--- src/rtl/readout_pkg.sv ---
// ----------------------------------------------------------------------------
// readout_pkg
// Shared definitions for the row-readout sequencer:
//   READOUT  - main-FSM code during which the sequencer may run
//   state_t  - sequencer state encoding (also exported on o_State for debug)
// ----------------------------------------------------------------------------
package readout_pkg;

  localparam logic [1:0] READOUT = 2'b10;

  typedef enum logic [2:0] {
    ST_IDLE    = 3'd0,
    ST_SETTLE  = 3'd1,
    ST_CONVERT = 3'd2,
    ST_HOLD    = 3'd3,
    ST_GAP     = 3'd4,
    ST_DONE    = 3'd5
  } state_t;

endpackage

--- src/rtl/readout_sequencer_phase_timer.sv ---
// ----------------------------------------------------------------------------
// phase_timer
// Up-counter that measures the length of one sequencer phase.
//   i_Clock   - clock, rising edge
//   i_Reset_n - asynchronous active-low reset
//   i_Load    - phase length in cycles (>= 1)
//   i_Clear   - restart the count at 0 on the next edge
//   o_Expire  - high during the last cycle of the phase (count == i_Load-1)
// The owner clears the timer on every phase change, and each counting phase
// exits at expiry, so the count never wraps.
// ----------------------------------------------------------------------------
module phase_timer #(
  parameter int CNT_W = 8
) (
  input  logic             i_Clock,
  input  logic             i_Reset_n,
  input  logic [CNT_W-1:0] i_Load,
  input  logic             i_Clear,
  output logic             o_Expire
);

  logic [CNT_W-1:0] cnt_q, cnt_d;
  logic [CNT_W-1:0] last_cnt;

  assign last_cnt = i_Load - {{(CNT_W-1){1'b0}}, 1'b1};
  assign o_Expire = (cnt_q == last_cnt);

  always_comb begin
    cnt_d = cnt_q + {{(CNT_W-1){1'b0}}, 1'b1};
    if (i_Clear) cnt_d = '0;
  end

  always_ff @(posedge i_Clock or negedge i_Reset_n) begin
    if (!i_Reset_n) cnt_q <= '0;
    else            cnt_q <= cnt_d;
  end

endmodule

--- src/rtl/readout_sequencer.sv ---
// ----------------------------------------------------------------------------
// readout_sequencer
// Walks NUM_ROWS rows once per entry of the main FSM into READOUT. Per row:
// NRE low for SETTLE_CYCLES, one ADC convert strobe, wait for ADC done,
// HOLD_CYCLES more NRE low, then GAP_CYCLES with NRE high.
// Ports:
//   i_Clock, i_Reset_n (async active-low)
//   i_Main_FSM  - main FSM state, sequencer runs while it equals READOUT
//   i_ADC_Done  - ADC conversion complete (pulse or level)
//   o_NRE       - row enable, active low
//   o_ADC_Conv  - one-cycle convert strobe per row
//   o_Row       - current row index
//   o_State     - sequencer state (debug)
//   o_Busy      - high in SETTLE/CONVERT/HOLD/GAP
//   o_Done      - one-cycle pulse on entry to DONE
//   o_Error     - sticky ADC-timeout flag
// Optional feature macro: READOUT_TIMEOUT_EN enables the ADC wait limit
// (TIMEOUT_CYCLES); without it CONVERT waits indefinitely and o_Error is 0.
// All outputs are registered.
// ----------------------------------------------------------------------------
module readout_sequencer
  import readout_pkg::*;
#(
  parameter int NUM_ROWS       = 2,
  parameter int CNT_W          = 8,
  parameter int SETTLE_CYCLES  = 2,
  parameter int HOLD_CYCLES    = 1,
  parameter int GAP_CYCLES     = 1,
  parameter int TIMEOUT_CYCLES = 16,
  localparam int ROW_W = (NUM_ROWS > 1) ? $clog2(NUM_ROWS) : 1
) (
  input  logic             i_Clock,
  input  logic             i_Reset_n,
  input  logic [1:0]       i_Main_FSM,
  input  logic             i_ADC_Done,
  output logic             o_NRE,
  output logic             o_ADC_Conv,
  output logic [ROW_W-1:0] o_Row,
  output logic [2:0]       o_State,
  output logic             o_Busy,
  output logic             o_Done,
  output logic             o_Error
);

  localparam logic [ROW_W-1:0] LAST_ROW = ROW_W'(NUM_ROWS - 1);

  state_t           state_q, state_d;
  logic [ROW_W-1:0] row_q, row_d;
  logic             nre_q, nre_d;
  logic             conv_q, conv_d;
  logic             busy_q, busy_d;
  logic             done_q, done_d;
  logic             tmr_clr, tmr_exp;
  logic [CNT_W-1:0] tmr_len;
  logic             in_ro, busy_st;
`ifdef READOUT_TIMEOUT_EN
  logic             err_q, err_d;
`endif

  assign in_ro   = (i_Main_FSM == READOUT);
  assign busy_st = (state_q == ST_SETTLE) || (state_q == ST_CONVERT) ||
                   (state_q == ST_HOLD)   || (state_q == ST_GAP);

  phase_timer #(.CNT_W(CNT_W)) u_timer (
    .i_Clock   (i_Clock),
    .i_Reset_n (i_Reset_n),
    .i_Load    (tmr_len),
    .i_Clear   (tmr_clr),
    .o_Expire  (tmr_exp)
  );

  // One timer serves every timed phase; its length follows the current state.
  always_comb begin
    case (state_q)
      ST_HOLD:    tmr_len = CNT_W'(HOLD_CYCLES);
      ST_GAP:     tmr_len = CNT_W'(GAP_CYCLES);
      ST_CONVERT: tmr_len = CNT_W'(TIMEOUT_CYCLES);
      default:    tmr_len = CNT_W'(SETTLE_CYCLES);
    endcase
  end

  always_comb begin
    state_d = state_q;
    row_d   = row_q;
    tmr_clr = 1'b1;
`ifdef READOUT_TIMEOUT_EN
    err_d   = err_q;
`endif
    if (busy_st && !in_ro) begin
      // Leaving READOUT mid-run aborts without a Done pulse.
      state_d = ST_IDLE;
    end else begin
      case (state_q)
        ST_IDLE: if (in_ro) state_d = ST_SETTLE;
        ST_SETTLE: begin
          tmr_clr = 1'b0;
          if (tmr_exp) state_d = ST_CONVERT;
        end
        ST_CONVERT: begin
          // conv_q marks the strobe cycle, in which done is not yet trusted.
          if (!conv_q && i_ADC_Done) begin
            state_d = ST_HOLD;
          end
`ifdef READOUT_TIMEOUT_EN
          else begin
            tmr_clr = 1'b0;
            if (tmr_exp) begin
              state_d = ST_GAP;
              err_d   = 1'b1;
            end
          end
`endif
        end
        ST_HOLD: begin
          tmr_clr = 1'b0;
          if (tmr_exp) state_d = ST_GAP;
        end
        ST_GAP: begin
          tmr_clr = 1'b0;
          if (tmr_exp) begin
            if (row_q == LAST_ROW) begin
              state_d = ST_DONE;
            end else begin
              state_d = ST_SETTLE;
              row_d   = row_q + ROW_W'(1);
            end
          end
        end
        ST_DONE: if (!in_ro) state_d = ST_IDLE;
        default: state_d = ST_IDLE;
      endcase
    end
    // Every phase starts counting from zero.
    if (state_d != state_q) tmr_clr = 1'b1;
    if (state_d == ST_IDLE) row_d = '0;
  end

  // Registered outputs are decoded from the next state so they line up with it.
  always_comb begin
    nre_d  = !((state_d == ST_SETTLE) || (state_d == ST_CONVERT) || (state_d == ST_HOLD));
    busy_d = (state_d == ST_SETTLE) || (state_d == ST_CONVERT) ||
             (state_d == ST_HOLD)   || (state_d == ST_GAP);
    conv_d = (state_q == ST_SETTLE) && (state_d == ST_CONVERT);
    done_d = (state_q == ST_GAP) && (state_d == ST_DONE);
  end

  always_ff @(posedge i_Clock or negedge i_Reset_n) begin
    if (!i_Reset_n) begin
      state_q <= ST_IDLE;
      row_q   <= '0;
      nre_q   <= 1'b1;
      conv_q  <= 1'b0;
      busy_q  <= 1'b0;
      done_q  <= 1'b0;
    end else begin
      state_q <= state_d;
      row_q   <= row_d;
      nre_q   <= nre_d;
      conv_q  <= conv_d;
      busy_q  <= busy_d;
      done_q  <= done_d;
    end
  end

`ifdef READOUT_TIMEOUT_EN
  always_ff @(posedge i_Clock or negedge i_Reset_n) begin
    if (!i_Reset_n) err_q <= 1'b0;
    else            err_q <= err_d;
  end
  assign o_Error = err_q;
`else
  assign o_Error = 1'b0;
`endif

  assign o_NRE      = nre_q;
  assign o_ADC_Conv = conv_q;
  assign o_Row      = row_q;
  assign o_State    = state_q;
  assign o_Busy     = busy_q;
  assign o_Done     = done_q;

endmodule
--- config.mk ---
export PLATFORM = sky130hd
export DESIGN_NAME = readout_sequencer
export DESIGN_NICKNAME = d
export VERILOG_FILES = /design/src/rtl/readout_pkg.sv /design/src/rtl/readout_sequencer_phase_timer.sv /design/src/rtl/readout_sequencer.sv
export SDC_FILE = /design/constraint.sdc
export NUM_CORES = 1
export LEC_CHECK = 0
export CAP_MARGIN = 20
export CORE_ASPECT_RATIO = 0.8
export CORE_MARGIN = 2
export CORE_UTILIZATION = 56
export DETAILED_ROUTE_END_ITERATION = 12
export PLACE_DENSITY = 0.82
export SLEW_MARGIN = 0
export SYNTH_ARGS = -nofsm -noshare
export SYNTH_HDL_FRONTEND = slang
export SYNTH_SLANG_ARGS = --single-unit
--- constraint.sdc ---
create_clock -name i_Clock -period 2.8 [get_ports i_Clock]
set_input_delay 0.28 -clock i_Clock [delete_from_list [all_inputs] [get_ports i_Clock]]
set_output_delay 0.28 -clock i_Clock [all_outputs]
set_load 0.02 [all_outputs]
# After elaboration in Yosys (flattened, before gate mapping)
# Cells that the tools add are included.
dict set report totals {
  register_bits 16
  output_inout_bits 9
  wordCells 63
}
dict set report classes {
  addsub 3
  n_eq_ne 14
  muxes 19
  reduce_logical 20
}
# op count
set ops {}
lappend ops {{$mux 3} 8}
lappend ops {{$pmux 3 s6} 1}
lappend ops {{$eq 3x2->1 const B} 4}
lappend ops {{$eq 3x3->1 const B} 4}
lappend ops {{$pmux 5 s2} 1}
lappend ops {{$add 8x1->8 const B} 1}
lappend ops {{$eq 8x8->1} 1}
lappend ops {{$mux 1} 8}
lappend ops {{$mux 8} 1}
lappend ops {{$eq 3x1->1 const B} 2}
lappend ops {{$logic_not 3->1} 2}
lappend ops {{$logic_or 1x1->1} 6}
lappend ops {{$sub 5x1->6 const B} 1}
lappend ops {{$logic_and 1x1->1} 4}
lappend ops {{$reduce_bool 2->1} 2}
lappend ops {{$logic_not 1->1} 3}
lappend ops {{$ne 3x3->1} 1}
lappend ops {{$reduce_and 3->1} 1}
lappend ops {{$reduce_or 3->1} 1}
lappend ops {{$eq 2x2->1 const B} 1}
lappend ops {{$ne 2x1->1 const B} 1}
lappend ops {{$reduce_or 2->1} 1}
lappend ops {{$add 1x1->1 const B} 1}

# Longest topological paths before layout
dict set report logic_depth {
  word_depth 12
  ltp_mapped 5
}

# Modules after synthesis
# From an unflattened synthesis, not the netlist that was laid out.
dict set report hier_totals {
  cells_unflattened 115
  area_unflattened_um2 1057.3
}
# mod n_inst cells_each area_per_inst_um2 seq_area_each_um2
set by_module_without_submodules {}
lappend by_module_without_submodules {phase_timer 1 67 603.1 200.2}
lappend by_module_without_submodules {readout_sequencer 1 48 454.2 201.4}

# Least setup slack after synthesis
# OpenSTA, ideal clock, no wires.
dict set report synth_timing {
  path_kind {flip-flop to flip-flop}
  from {register state_q[1] (netlist: o_State[1])}
  to {register conv_q (netlist: o_ADC_Conv)}
  arrival_time_ns 1.877
  slack_ns 0.829
  stages_incl_launch_ff 5
  path_cell_list {dfrtp_1 nor3b_1 mux2_4 nor4b_4 nor4b_4}
}
dict set report synth_via {
  elab_chain_len 10
  elab_cells_between_ends 24
  cone_classes {add/sub: 1; eq/ne: 7; mux: 9; reduce/logical: 7}
}
# element line_no
set synth_lines {}
lappend synth_lines {{from (decl)} readout_sequencer.sv:47} ;# state_t state_q, state_d;
lappend synth_lines {{from (signal assigned)} readout_sequencer.sv:156} ;# state_q <= state_d;
lappend synth_lines {{$eq 3x2->1 / $eq 3x3->1 (equally long branches)} {readout_sequencer.sv:62, readout_sequencer.sv:74, readout_sequencer.sv:93}}
lappend synth_lines {{$reduce_or 2->1 (no line)} --}
lappend synth_lines {{$pmux 5 s2} readout_sequencer.sv:74} ;# case (state_q)
lappend synth_lines {{$sub 5x1->6} readout_sequencer_phase_timer.sv:25} ;# assign last_cnt = i_Load - {{(CNT_W-1){1'b0}}, 1'b1};
lappend synth_lines {{$eq 8x8->1} readout_sequencer_phase_timer.sv:26} ;# assign o_Expire = (cnt_q == last_cnt);
lappend synth_lines {{$mux 3, on equally long branches} {readout_sequencer.sv:120, readout_sequencer.sv:97, readout_sequencer.sv:116}}
lappend synth_lines {{$pmux 3 s6} readout_sequencer.sv:93} ;# case (state_q)
lappend synth_lines {{$mux 3} readout_sequencer.sv:89} ;# if (busy_st && !in_ro) begin
lappend synth_lines {{$eq 3x2->1} readout_sequencer.sv:143} ;# conv_d = (state_q == ST_SETTLE) && (state_d == ST_CONVERT);
lappend synth_lines {{$logic_and 1x1->1 (*)} readout_sequencer.sv:143}
lappend synth_lines {{via conv_d} readout_sequencer.sv:50} ;# logic conv_q, conv_d;
lappend synth_lines {{to (signal assigned)} readout_sequencer.sv:159} ;# conv_q <= conv_d;
lappend synth_lines {{to (decl)} readout_sequencer.sv:50}
# Mark *: on every way through the listed nets, which the timed path passes. The rest lies on a longest branch.
# A chain may end at the register's enable or synchronous reset.

# Final worst setup path
dict set report layout_timing {
  from {register state_q[2] (netlist: o_State[2])}
  to {register conv_q (netlist: o_ADC_Conv)}
}
# Same word-level chain as after synthesis.

==> results_dict.tcl <==
set metrics [dict create \
    synth_top_area_frac 0.388 \
    synth_area_leaders "dfrtp_1, nor4b_4, nor2_1" \
    hold_viol_final 0 \
    cts_setup_buffers 0 \
    required_ps 3010 \
    grt_pass1_wl_um 3110 \
    end_kind "flip-flop" \
    ant_nets 0 \
    synth_edf_count 0 \
    drv_slew 0 \
    io_buffers 12 \
    clk_pin_slew_ps 90 \
    worstSetupPathType "reg -> reg" \
    dpl_cell_area_um2 1070 \
    period_minus_slack_ps 2160 \
    grt_antenna_before_repair 0 \
    cts_buffers 3 \
    critPathMaxFanout 14 \
    syn_avg_cell_area_um2 10.2 \
    dr_total_vias 755 \
    hold_path.class "in -> async" \
    htree_levels 1 \
    netlist_area_um2 967 \
    setup_ws_ps 638 \
    outcome "finished clean" \
    via_per_inst 5.90 \
    nets 113 \
    synth_cells 95 \
    cp-start-kind "flip-flop" \
    grt_max_degree 17 \
    max_freq_ghz 0.463 \
    ys.flop_type "dfrtp_1" \
    timing.setup.tns_ps 0 \
    yosys.area.top_type "dfrtp_1" \
    fp.dieArea_um2 2080 \
    track_usage 0.211 \
    ys_seq_area_frac 0.415 \
    first_global_vias 665 \
    ios 14 \
    maxCapViolations 0 \
    cts_hold_buf 0 \
    drive_gt1_frac 0.132 \
    core_area_um2 1630 \
    pre_cts_ws_ps 656 \
    synthesis.nets 101 \
    multi_input_area_um2 509 \
    relSlewSlack 0.536 \
    cts_tree "yes" \
    wl_per_cell_um 14.6 \
    rsz0062_at_grt "false" \
    drtIter0Drc 17 \
    die_y_um 41.2 \
    grt_overflow_total 0 \
    cts.path.max_buffers 2 \
    irDropWorstVdd_mv 0.284 \
    die_w_um 50.5 \
    gp_congestion 0.871 \
    final.fill_count 127 \
    cts.sinks 16 \
    async_flop_share 1.00 \
    cts_resized 0 \
    synth_cell_types 42 \
    dpl.hpwl_um 1340 \
    register_area_um2 402 \
    drt-pass1-iter-count 4 \
    synthToLayoutAreaGrowth_pct 14.4 \
    cts-root-buf "clkbuf_4" \
    finalSetupViolCount 0 \
    diodes 0 \
    power_density_nw_per_um2 413 \
    post-route-period-util 0.772 \
    ys_ff_latch 16 \
    yosysWarningCount 0 \
    finalWirelength_um 1870 \
    worst_ep_arrival_time_ps 2370 \
    clk_latency_ps 290 \
    drc 0 \
    row_count 13 \
    skew_ps 5.55 \
    p_leak_nw 0.464 \
    initial_core_util 0.595 \
    worstMarginPinSlew_ps 693 \
    final_area_um2 1110 \
]
-- cell usage after synthesis (2+ instances only) --
cell	number
nand2b_1	2
xor2_1	3
nor4_1	3
buf_6	3
and3_2	2
nor2b_1	2
nand4_1	2
nor2_1	10
a21oi_1	3
nand2_1	3
nor3_1	3
buf_4	2
nor4b_4	2
nor3b_1	3
o31ai_1	2
dfrtp_1	15
and2_1	2
nand3_1	4
o21ai_0	3
xnor2_1	3
o21a_1	2
-- cells by family after synthesis --
logic type | after synthesis | share of synthesized area
mux | 2 | 0.0259
other cells | 1 | 0.00388
xor+xnor | 6 | 0.0543
fa+ha+maj | 1 | 0.0129
simple gates | 45 | 0.309
compound gates | 17 | 0.120
flops | 16 | 0.415
buf+inv | 7 | 0.0582
-- cells in the final DEF (no fill, tap or decap), types with 3 or more instances in the layout --
cell             netlist  final
nor4_1                 3      3
nor2_1                10     10
xor2_1                 3      3
nand3_1                4      4
nor3b_1                3      3
dfrtp_1               15     15
a21oi_1                3      3
clkbuf_4               0      3
nor3_1                 3      3
o21ai_0                3      3
xnor2_1                3      3
nand2_1                3      3
clkdlybuf4s50_1        0     12
-- worst paths after layout --
kind	start	end	slack [ps]	depth (start not counted)
min reg2reg	u_timer.cnt_q[7]	u_timer.cnt_q[7]	600	2
max	o_State[2]	o_ADC_Conv	640	4
min in group i_Clock	u_timer.cnt_q[7]	u_timer.cnt_q[7]	600	2
max in group asynchronous	i_Reset_n	u_timer.cnt_q[5]	1960	1
max reg2reg	o_State[2]	o_ADC_Conv	640	4
min	i_Reset_n	u_timer.cnt_q[4]	400	1
-- flip-flops by register name, summed over array words and instances (netlist names) --
register,flops
o_State,3
o_ADC_Conv,1
o_Busy,1
u_timer.cnt_q,8
o_NRE,1
o_Done,1
o_Row,1
-- per-layer routing --
layer / up-vias / share of wire / track usage
met1: 363 / 0.51 / 0.312
met4: 0 / 0.026 / 0.122
met2: 20 / 0.43 / 0.303
met5: - / 0 / 0
li1: 367 / - / -
met3: 5 / 0.039 / 0.0219
-- through the flow --
| stage | std cells | hold WS, ps | utilization | power (W) |
|---|---|---|---|---|
| 6_report | 128 | 396 | 0.680 | 0.000457 |
| 4_1_cts | 128 | 419 | 0.680 | 0.000463 |
| 2_1_floorplan | 95 | -15.6 | - | 0.000289 |
| 5_1_grt | 128 | 454 | 0.680 | 0.000477 |
| 3_5_place_dp | 124 | 575 | 0.658 | 0.000308 |
| 3_3_place_gp | 124 | 564 | 0.658 | 0.000306 |
-- power by group --
part           internal (W)  switching [W]
logic             0.0000264      0.0000315
clock network     0.0000793      0.0000744
registers          0.000236     0.00000897
total              0.000342       0.000115
-- final cells by class --
type | count | area share
flip-flops and latches | 16 | 0.363
well taps | 22 | 0.0249
repair buffers | 13 | 0.115
inverters | 1 | 0.00339
multi-input cells | 72 | 0.460
clock buffers | 4 | 0.0328
-- critical path, stage by stage (launching register included) --
cell and delay [ps]:
dfrtp_1 520, nor3b_1 430, mux2_4 360, nor4b_4 480, nor4b_4 280
Note: power is estimated with default switching activity, not from simulation.
